===== config.mk =====
export PLATFORM = sky130hd
export DESIGN_NAME = matriz_led_varredura_flat
export DESIGN_NICKNAME = d
export VERILOG_FILES = /design/src/rtl/matriz_led_pkg.sv /design/src/rtl/matriz_led_varredura_if.sv /design/src/rtl/matriz_led_prescaler.sv /design/src/rtl/matriz_led_varredura.sv /design/src/flat_wrapper.sv
export SDC_FILE = /design/constraint.sdc
export NUM_CORES = 1
export LEC_CHECK = 0
export CAP_MARGIN = 20
export CORE_UTILIZATION = 55
export DETAILED_ROUTE_END_ITERATION = 8
export PLACE_DENSITY_LB_ADDON = 0.2
export RECOVER_POWER = 50
export SLEW_MARGIN = 15
export SYNTH_ARGS = -nofsm -noshare
export SYNTH_HDL_FRONTEND = slang
export SYNTH_SLANG_ARGS = --single-unit

===== constraint.sdc =====
create_clock -name clk -period 2.5 [get_ports clk]
set_clock_uncertainty 0.15 [all_clocks]
set_input_delay 0.5 -clock clk [delete_from_list [all_inputs] [get_ports clk]]
set_output_delay 0.5 -clock clk [all_outputs]
set_load 0.005 [all_outputs]

===== src/rtl/matriz_led_pkg.sv =====
// Shared constants and types for the 5x7 LED matrix column scanner.
// Contents:
//   NCOL/NROW/CODE_W  matrix geometry and pattern width
//   modo_t            display mode (OFF, MAP, MAP_ATK) derived from ch7/ch6
//   col_t             column index states COL0..COL4
//   CS_*              bit positions inside col_sel, shared with the column decoder
//   col_of()          extracts the 7 row bits of one column from a pattern
package matriz_led_pkg;

  localparam int NCOL   = 5;
  localparam int NROW   = 7;
  localparam int CODE_W = NCOL * NROW;

  typedef enum logic [1:0] {
    MODE_OFF,
    MODE_MAP,
    MODE_MAP_ATK
  } modo_t;

  typedef enum logic [2:0] {
    COL0 = 3'd0,
    COL1 = 3'd1,
    COL2 = 3'd2,
    COL3 = 3'd3,
    COL4 = 3'd4
  } col_t;

  // The decoder expects the column index MSB-first on the low bits.
  localparam int CS_IDX2  = 0;
  localparam int CS_IDX1  = 1;
  localparam int CS_IDX0  = 2;
  localparam int CS_BLANK = 3;

  // Column c occupies bits [7c+6:7c]; row r is bit 7c+r.
  function automatic logic [NROW-1:0] col_of(input logic [CODE_W-1:0] code, input col_t c);
    logic [CODE_W-1:0] sh;
    sh = code >> (NROW * int'(c));
    return sh[NROW-1:0];
  endfunction

endpackage


===== src/rtl/matriz_led_varredura_if.sv =====
// Bundle between the scan sequencer and its environment.
//   master : drives ch6, ch7, codigo_map, codigo_atk, load
//   slave  : drives load_ack, col_sel, linhas, ativo, frame_start
interface matriz_led_varredura_if;

  logic                              ch6;
  logic                              ch7;
  logic [matriz_led_pkg::CODE_W-1:0] codigo_map;
  logic [matriz_led_pkg::CODE_W-1:0] codigo_atk;
  logic                              load;
  logic                              load_ack;
  logic [3:0]                        col_sel;
  logic [matriz_led_pkg::NROW-1:0]   linhas;
  logic                              ativo;
  logic                              frame_start;

  modport master (
    output ch6, ch7, codigo_map, codigo_atk, load,
    input  load_ack, col_sel, linhas, ativo, frame_start
  );

  modport slave (
    input  ch6, ch7, codigo_map, codigo_atk, load,
    output load_ack, col_sel, linhas, ativo, frame_start
  );

endinterface


===== src/rtl/matriz_led_prescaler.sv =====
// Column-slot prescaler: counts 0..DIV-1 and wraps.
// Ports:
//   clk, rst_n   clock, asynchronous active-low reset
//   slot_end_o   high during the last cycle of a slot (cnt == DIV-1)
//   in_blank_o   high while cnt < BLANK (rows must be dark)
module matriz_led_prescaler #(
  parameter int unsigned DIV   = 50000,
  parameter int unsigned BLANK = 16
) (
  input  logic clk,
  input  logic rst_n,
  output logic slot_end_o,
  output logic in_blank_o
);

  localparam int unsigned CW = (DIV > 1) ? $clog2(DIV) : 1;

  logic [CW-1:0] cnt_q, cnt_d;

  assign slot_end_o = (cnt_q == CW'(DIV - 1));
  assign in_blank_o = (32'(cnt_q) < BLANK);
  assign cnt_d      = slot_end_o ? '0 : cnt_q + CW'(1);

  always_ff @(posedge clk or negedge rst_n) begin
    if (!rst_n) cnt_q <= '0;
    else        cnt_q <= cnt_d;
  end

endmodule


===== src/rtl/matriz_led_varredura.sv =====
// Column-scan sequencer for the 5x7 LED matrix.
// Steps the column index 0..4 once per prescaler slot, drives the 7 row lines
// for that column and double-buffers the map/attack patterns so a new pattern
// only becomes visible at a frame boundary.
// Ports:
//   clk, rst_n  clock, asynchronous active-low reset
//   bus (slave) ch6/ch7 mode, codigo_map/codigo_atk patterns, load/load_ack
//               handshake, col_sel/linhas/ativo/frame_start to the decoder
// Optional feature: define MATRIZ_BLINK_EN to blink the attack layer every
// BLINK_FRAMES frames; otherwise the attack layer is shown continuously.
module matriz_led_varredura
  import matriz_led_pkg::*;
#(
  parameter int unsigned DIV          = 50000,
  parameter int unsigned BLANK        = 16,
  parameter int unsigned BLINK_FRAMES = 32
) (
  input  logic                   clk,
  input  logic                   rst_n,
  matriz_led_varredura_if.slave  bus
);

  logic slot_end, in_blank;

  matriz_led_prescaler #(.DIV(DIV), .BLANK(BLANK)) u_prescaler (
    .clk        (clk),
    .rst_n      (rst_n),
    .slot_end_o (slot_end),
    .in_blank_o (in_blank)
  );

  // Column index FSM
  col_t idx_q, idx_d;

  always_ff @(posedge clk or negedge rst_n) begin
    if (!rst_n) idx_q <= COL0;
    else        idx_q <= idx_d;
  end

  always_comb begin
    idx_d = idx_q;
    if (slot_end) begin
      unique case (idx_q)
        COL0:    idx_d = COL1;
        COL1:    idx_d = COL2;
        COL2:    idx_d = COL3;
        COL3:    idx_d = COL4;
        default: idx_d = COL0;
      endcase
    end
  end

  logic boundary, commit;
  assign boundary = slot_end && (idx_q == COL4);

  // Shadow/active buffers
  logic [CODE_W-1:0] shadow_map_q, shadow_map_d, shadow_atk_q, shadow_atk_d;
  logic [CODE_W-1:0] active_map_q, active_map_d, active_atk_q, active_atk_d;
  logic              pend_q, pend_d;

  assign commit = boundary && pend_q;

  // A load coinciding with a commit lands in the shadow after the old
  // shadow moves to active, so it stays pending for the next boundary.
  always_comb begin
    shadow_map_d = shadow_map_q;
    shadow_atk_d = shadow_atk_q;
    active_map_d = active_map_q;
    active_atk_d = active_atk_q;
    pend_d       = pend_q;
    if (commit) begin
      active_map_d = shadow_map_q;
      active_atk_d = shadow_atk_q;
      pend_d       = 1'b0;
    end
    if (bus.load) begin
      shadow_map_d = bus.codigo_map;
      shadow_atk_d = bus.codigo_atk;
      pend_d       = 1'b1;
    end
  end

  always_ff @(posedge clk or negedge rst_n) begin
    if (!rst_n) begin
      shadow_map_q <= '0;
      shadow_atk_q <= '0;
      active_map_q <= '0;
      active_atk_q <= '0;
      pend_q       <= 1'b0;
    end else begin
      shadow_map_q <= shadow_map_d;
      shadow_atk_q <= shadow_atk_d;
      active_map_q <= active_map_d;
      active_atk_q <= active_atk_d;
      pend_q       <= pend_d;
    end
  end

  // Attack-layer gate
  logic atk_gate;

`ifdef MATRIZ_BLINK_EN
  localparam int unsigned FW = (BLINK_FRAMES > 1) ? $clog2(BLINK_FRAMES) : 1;

  logic [FW-1:0] fcnt_q, fcnt_d;
  logic          gate_q, gate_d;

  always_comb begin
    fcnt_d = fcnt_q;
    gate_d = gate_q;
    if (boundary) begin
      if (32'(fcnt_q) == BLINK_FRAMES - 1) begin
        fcnt_d = '0;
        gate_d = ~gate_q;
      end else begin
        fcnt_d = fcnt_q + FW'(1);
      end
    end
  end

  always_ff @(posedge clk or negedge rst_n) begin
    if (!rst_n) begin
      fcnt_q <= '0;
      gate_q <= 1'b1;
    end else begin
      fcnt_q <= fcnt_d;
      gate_q <= gate_d;
    end
  end

  assign atk_gate = gate_q;
`else
  logic unused_blink;
  assign unused_blink = ^BLINK_FRAMES;
  assign atk_gate     = 1'b1;
`endif

  // Mode mux and registered outputs
  modo_t           modo;
  logic [NROW-1:0] rows, linhas_d;
  logic [3:0]      col_sel_d;

  assign modo = !bus.ch7 ? MODE_OFF : (bus.ch6 ? MODE_MAP_ATK : MODE_MAP);

  always_comb begin
    rows = '0;
    unique case (modo)
      MODE_MAP:     rows = col_of(active_map_q, idx_q);
      MODE_MAP_ATK: rows = col_of(active_map_q, idx_q) |
                           (atk_gate ? col_of(active_atk_q, idx_q) : '0);
      default:      rows = '0;
    endcase
    linhas_d = in_blank ? '0 : rows;

    col_sel_d           = '0;
    col_sel_d[CS_IDX2]  = idx_q[2];
    col_sel_d[CS_IDX1]  = idx_q[1];
    col_sel_d[CS_IDX0]  = idx_q[0];
    col_sel_d[CS_BLANK] = in_blank;
  end

  logic [3:0]      col_sel_q;
  logic [NROW-1:0] linhas_q;
  logic            ativo_q, load_ack_q, frame_start_q;

  always_ff @(posedge clk or negedge rst_n) begin
    if (!rst_n) begin
      col_sel_q     <= 4'b1000;
      linhas_q      <= '0;
      ativo_q       <= 1'b0;
      load_ack_q    <= 1'b0;
      frame_start_q <= 1'b0;
    end else begin
      col_sel_q     <= col_sel_d;
      linhas_q      <= linhas_d;
      ativo_q       <= bus.ch7;
      load_ack_q    <= commit;
      frame_start_q <= boundary;
    end
  end

  assign bus.col_sel     = col_sel_q;
  assign bus.linhas      = linhas_q;
  assign bus.ativo       = ativo_q;
  assign bus.load_ack    = load_ack_q;
  assign bus.frame_start = frame_start_q;

endmodule

===== src/flat_wrapper.sv =====
// flat-port wrapper written by rule: the top's interface ports become plain ports
module matriz_led_varredura_flat import matriz_led_pkg::*;
#(
  parameter int unsigned DIV          = 50000,
  parameter int unsigned BLANK        = 16,
  parameter int unsigned BLINK_FRAMES = 32
)
  (clk, rst_n, bus_ch6, bus_ch7, bus_codigo_map, bus_codigo_atk, bus_load, bus_load_ack, bus_col_sel, bus_linhas, bus_ativo, bus_frame_start);
  matriz_led_varredura_if bus_i ();
  input  logic clk;
  input  logic rst_n;
  input wire logic [$bits(bus_i.ch6)-1:0] bus_ch6;
  input wire logic [$bits(bus_i.ch7)-1:0] bus_ch7;
  input wire logic [$bits(bus_i.codigo_map)-1:0] bus_codigo_map;
  input wire logic [$bits(bus_i.codigo_atk)-1:0] bus_codigo_atk;
  input wire logic [$bits(bus_i.load)-1:0] bus_load;
  output wire logic [$bits(bus_i.load_ack)-1:0] bus_load_ack;
  output wire logic [$bits(bus_i.col_sel)-1:0] bus_col_sel;
  output wire logic [$bits(bus_i.linhas)-1:0] bus_linhas;
  output wire logic [$bits(bus_i.ativo)-1:0] bus_ativo;
  output wire logic [$bits(bus_i.frame_start)-1:0] bus_frame_start;
  assign bus_i.ch6 = bus_ch6;
  assign bus_i.ch7 = bus_ch7;
  assign bus_i.codigo_map = bus_codigo_map;
  assign bus_i.codigo_atk = bus_codigo_atk;
  assign bus_i.load = bus_load;
  assign bus_load_ack = bus_i.load_ack;
  assign bus_col_sel = bus_i.col_sel;
  assign bus_linhas = bus_i.linhas;
  assign bus_ativo = bus_i.ativo;
  assign bus_frame_start = bus_i.frame_start;
  matriz_led_varredura #(.DIV(DIV), .BLANK(BLANK), .BLINK_FRAMES(BLINK_FRAMES)) u_core (.clk(clk), .rst_n(rst_n), .bus(bus_i));
endmodule

== Word-level counts from Yosys, hierarchy flattened ==
Index checks and enable logic that the tools add are counted.

* Register bits after elaboration: 174
* Logic and storage cells: 37

* Add/subtract/negate cells: 1
* Multiply operators: 1
* Order comparisons: 1
* Equality and inequality tests: 7
* Shifts and indexed selects: 2
* Muxes and demuxes: 8
* Bitwise gates (word level): 1
* Reduce and logical (&&, ||, !) cells: 4

{| class="wikitable"
|+ Operators with widths
! kind !! number
|-
| $shr 35x32->7 || 2
|-
| $add 16x1->16 const B || 1
|-
| $eq 16x16->1 const B || 1
|-
| $lt 16x5->1 const B || 1
|-
| $mux 16 || 1
|-
| $pmux 7 s2 || 1
|-
| $pmux 3 s4 || 1
|-
| $mux 7 || 1
|-
| $or 7x7->7 || 1
|-
| $eq 3x2->1 const B || 2
|-
| $mul 3x3->6 const A || 1
|-
| $mux 2 || 2
|-
| $eq 3x1->1 const B || 1
|-
| $eq 3x3->1 const B || 1
|-
| $logic_not 3->1 || 1
|-
| $eq 2x1->1 const B || 1
|-
| $eq 2x2->1 const B || 1
|-
| $logic_and 1x1->1 || 2
|-
| $mux 1 || 2
|-
| $reduce_bool 2->1 || 1
|}

== Logic depth before layout (Yosys ltp) ==
* Depth after elaboration: 5
* Depth in mapped cells: 7
* Gate-level depth less buffers: 5

== Hierarchy ==
Synthesis repeated with hierarchy kept, for this count alone.

* Cells, all modules: 491
* Area total of the unflattened synthesis: 7106.8 um2

{| class="wikitable"
|+ Modules (own cells, without submodules)
! module !! instances !! cells an instance !! area an instance (um2)
|-
| matriz_led_varredura || 1 || 419 || 6338.6
|-
| matriz_led_prescaler || 1 || 72 || 768.2
|}

== Worst setup path after synthesis ==
No wires, ideal clock.

* Path type: register -> register
* Start: register u_core.u_prescaler.cnt_q[0]
* End: register u_core.active_map_q[3]
* Library setup time: 0.125 ns
* Arrival time: 1.828 ns
* Slack: 0.397 ns
* Cell stages (with the launch flop): 8
* Buffers on the path: 2
* Clock period less this slack: 2.103 ns
* Cell sequence: dfrtp_1 ha_1 and4_2 and4_1 buf_4 nand3_4 buf_6 mux2_2

* Longest elaborated chain between the ends: 3

{| class="wikitable"
|+ Ends and longest elaborated chain
! element !! line !! text
|-
| start, declared || matriz_led_prescaler.sv:18 || <nowiki>logic [CW-1:0] cnt_q, cnt_d;</nowiki>
|-
| start signal, assigned || matriz_led_prescaler.sv:26 || <nowiki>else cnt_q <= cnt_d;</nowiki>
|-
| $eq 16x16->1 || matriz_led_prescaler.sv:20 || <nowiki>assign slot_end_o = (cnt_q == CW'(DIV - 1));</nowiki>
|-
| $logic_and 1x1->1 || matriz_led_varredura.sv:54 || <nowiki>assign boundary = slot_end && (idx_q == COL4);</nowiki>
|-
| $logic_and 1x1->1 || matriz_led_varredura.sv:61 || <nowiki>assign commit = boundary && pend_q;</nowiki>
|-
| end signal, assigned || matriz_led_varredura.sv:93 || <nowiki>active_map_q <= active_map_d;</nowiki>
|-
| end, declared || matriz_led_varredura.sv:58 || <nowiki>logic [CODE_W-1:0] active_map_q, active_map_d, active_atk_q, active_atk_d;</nowiki>
|}

No other way between the ends.
A chain may end at the register's enable or synchronous reset.

== Worst setup path after layout ==
* Start: register u_core.u_prescaler.cnt_q[0]
* End: register u_core.active_atk_q[17]

* Longest elaborated chain between the ends: 3

{| class="wikitable"
|+ Ends and longest elaborated chain
! element !! line !! text
|-
| $eq 16x16->1 || matriz_led_prescaler.sv:20 ||
|-
| $logic_and 1x1->1 || matriz_led_varredura.sv:54 ||
|-
| $logic_and 1x1->1 || matriz_led_varredura.sv:61 ||
|-
| end signal, assigned || matriz_led_varredura.sv:94 || <nowiki>active_atk_q <= active_atk_d;</nowiki>
|-
| end, declared || matriz_led_varredura.sv:58 ||
|}

No other way between the ends.

==> metrics.txt <==
Seq pwr share=50.0%; area leader, netlist=dfrtp_1; # hold bufs at CTS=1; maximum clock rate=444 MHz; final net count=678; TritonCTS clock tree=yes; Post-DP Area=around 8300 µm²; reg2reg start=u_core.u_prescaler.cnt_q[0]; synthesized netlist cell count=between 500 and 600; EDFF count, synth=0; Switching Power=1200 µW; Multi-input gate area=between 2000 and 3000 µm²; design area=8830 µm²; clock root buffer=clkbuf_16; post-synth top area share=about three fifths; clk_lat worst skew=0.42 ns; clock sink count=around 170; metal3 WL=559 µm; failing checks=max-capacitance violations, max-slew violations; initial antenna violation count=0; Clock Power Share=44.3%; final hold vios=0; CTS clk-pin slew, worst paths=0.06 ns; unrepaired setup endpoints after global routing=no; post_cts resized=0; YS warnings=0; Main synth FF type=dfrtp_1; Hold Slack=0.343 ns; # port buffers=88; worst rel slew slack=-17.2%; final setup violating endpoints=0; die area=roughly 13000 µm²; area delta synth->final=23.4%; Synth Register Bits=174; status=finished with violations; DR WL/cell=between 15 and 20 µm; cell-internal power=roughly 4800 µW; dominant cell by count in the synthesized netlist=dfrtp_1; Syn Nets=580; CTS H-tree lvls=4; Core Footprint=12700 µm²; layout cell share with drive strength beyond 1=29.8%; Pleak=just under 0.004 µW; sw frac=between 20% and 30%; sequential share of the synthesized area=about 60%; met2 routed WL=7220 µm; fin. max-slew vios=72; CP required=2.66 ns; Tmin final=2.25 ns; maximum vdd drop=0.476 mV; Post-CTS Setup Bufs=0; post-synthesis cell area=7160 µm²; Non-Filler Instances=787; Critical Path Source=u_core.u_prescaler.cnt_q[0]; Top Layer Used=met4; initial core utilization=56.5%; vias per cell=5.52; clock buffer depth=2; GRT Util Overall=23.4%; Cell Rows=41; placed cells=754; PwrDens=a little under 700 nW/µm²; MaxCap Viol Count=1; CTS Buf Count=17; Met1 Wirelength=6070 µm; CP Max Fanout=39; Post-synth top cells=173 x dfrtp_1, 136 x mux2_2, 16 x nand2_1; actual slew at the worst max-slew pin=approximately 1.8 ns; DR vias=about 4300; Routed Antenna Nets=0; Synth area leaders=dfrtp_1 61%, mux2_2 21%, mux2i_1 1.8%, buf_6 1.1%, xor2_1 0.98%; setup_tns=0 ns; critical path class=reg -> reg; asr flop ratio synth=100%; average size of a mapped cell=between 10 and 15 µm²; Synth cell types=41; Final HPWL DP=9530 µm; first-pass GRT wire length=roughly 23000 µm; Worst EP arrival=around 2.4 ns; grt total ovfl=0; Die Wd=~120 µm; Comb power frac=about 5.6%; vias in the first global route=4554; DRC viols=0; GPL Wtd Cong=0.787; period utilization=about nine tenths; Antenna Cells=0; overall routed net length=between 10000 and 15000 µm; Startpoint Class=flop; HP Start=u_core.shadow_map_q[34]; IO Count=89; Setup crit end kind=flop; die height=116 µm; # fillers=approximately 920; router iterations before antenna repair=4; hold crit path type=reg -> reg; largest net degree at the start of global routing=72; drt initial violations=162; Storage cell area=4360 µm²
metal layers:
layer | GRT usage, % | vias up
met4 | 9.49 | 0
met3 | 4.86 | 23
met2 | 38.9 | 116
met5 | 0 | -
met1 | 30.0 | 2206
li1 | - | 1999
layout by cell type, fill, tap and decap left out, types with 7 or more instances in the layout:
cell / instances
a211oi_1: 7
a21oi_1: 13
buf_4: 7
clkbuf_1: 8
clkbuf_16: 17
clkbuf_8: 7
clkdlybuf4s50_1: 85
dfrtp_1: 173
inv_1: 9
mux2_2: 136
mux2i_1: 13
nand2_1: 16
nand2b_1: 8
nand3_1: 7
nor2_1: 12
nor3_1: 7
o21ai_0: 10
xor2_1: 8
critical path: stages, from the launching register on:
cell and delay [ns]:
dfrtp_1 0.43, ha_1 0.30, and4_2 0.26, and4_1 0.25
nand3_4 0.12, buf_12 0.23, mux2_2 0.37
cell type report:
cell class              instances  area share, %
flip-flops and latches        174           49.3
multi-input cells             295           29.5
repair buffers                105           11.4
clock buffers                  27           6.03
well taps                     172           2.44
clock inverters                 5          0.850
inverters                       9          0.382
worst paths after layout:
| check | end | slack, ns | depth (start not counted) |
|---|---|---|---|
| min in group asynchronous | u_core.u_prescaler.cnt_q[11] | 0.45 | 2 |
| worst min-delay path | u_core.active_map_q[34] | 0.34 | 1 |
| max in group asynchronous | u_core.shadow_atk_q[14] | 0.63 | 3 |
| worst max register to register | u_core.active_atk_q[17] | 0.25 | 6 |
| worst min register to register | u_core.active_map_q[34] | 0.34 | 1 |
| worst max-delay path | u_core.active_atk_q[17] | 0.25 | 6 |
sequential cells by signal, indices dropped and copies added (netlist names):
name	count
u_core.bus.linhas	7
u_core.pend_q	1
u_core.active_atk_q	35
u_core.active_map_q	35
u_core.shadow_atk_q	35
u_core.u_prescaler.cnt_q	16
u_core.idx_q	3
u_core.bus.frame_start	1
u_core.shadow_map_q	35
u_core.bus.load_ack	1
u_core.bus.ativo	1
u_core.bus.col_sel	4
power groups by stage:
stage,Sequential (µW),Combinational [µW],Clock [µW]
floorplan,3020,143,0
global placement,3050,335,0
detailed placement,3050,347,0
CTS,3010,351,2710
global route,3020,374,2840
finish,3000,339,2660
logic make-up after synthesis:
group                    count (synthesis)  share of synthesized area, %
flip-flops                             174                          60.9
multiplexers                           155                          24.2
AND/OR/NAND/NOR                         78                          6.05
AO/OA/AOI/OAI                           47                          4.37
buffers and inverters                   35                          2.66
XOR/XNOR                                14                          1.71
adder cells (fa/ha/maj)                  1                         0.175
metrics by stage:
stage	worst slack, ns	util (%)	total power [µW]
after floorplan	0.397	-	3160
after global placement	0.299	65.2	3380
after detailed placement	0.251	65.2	3400
after CTS	0.255	70.1	6060
after global routing	0.103	69.7	6230
final	0.250	69.7	6000
Note: power is estimated with default switching activity, not from simulation.
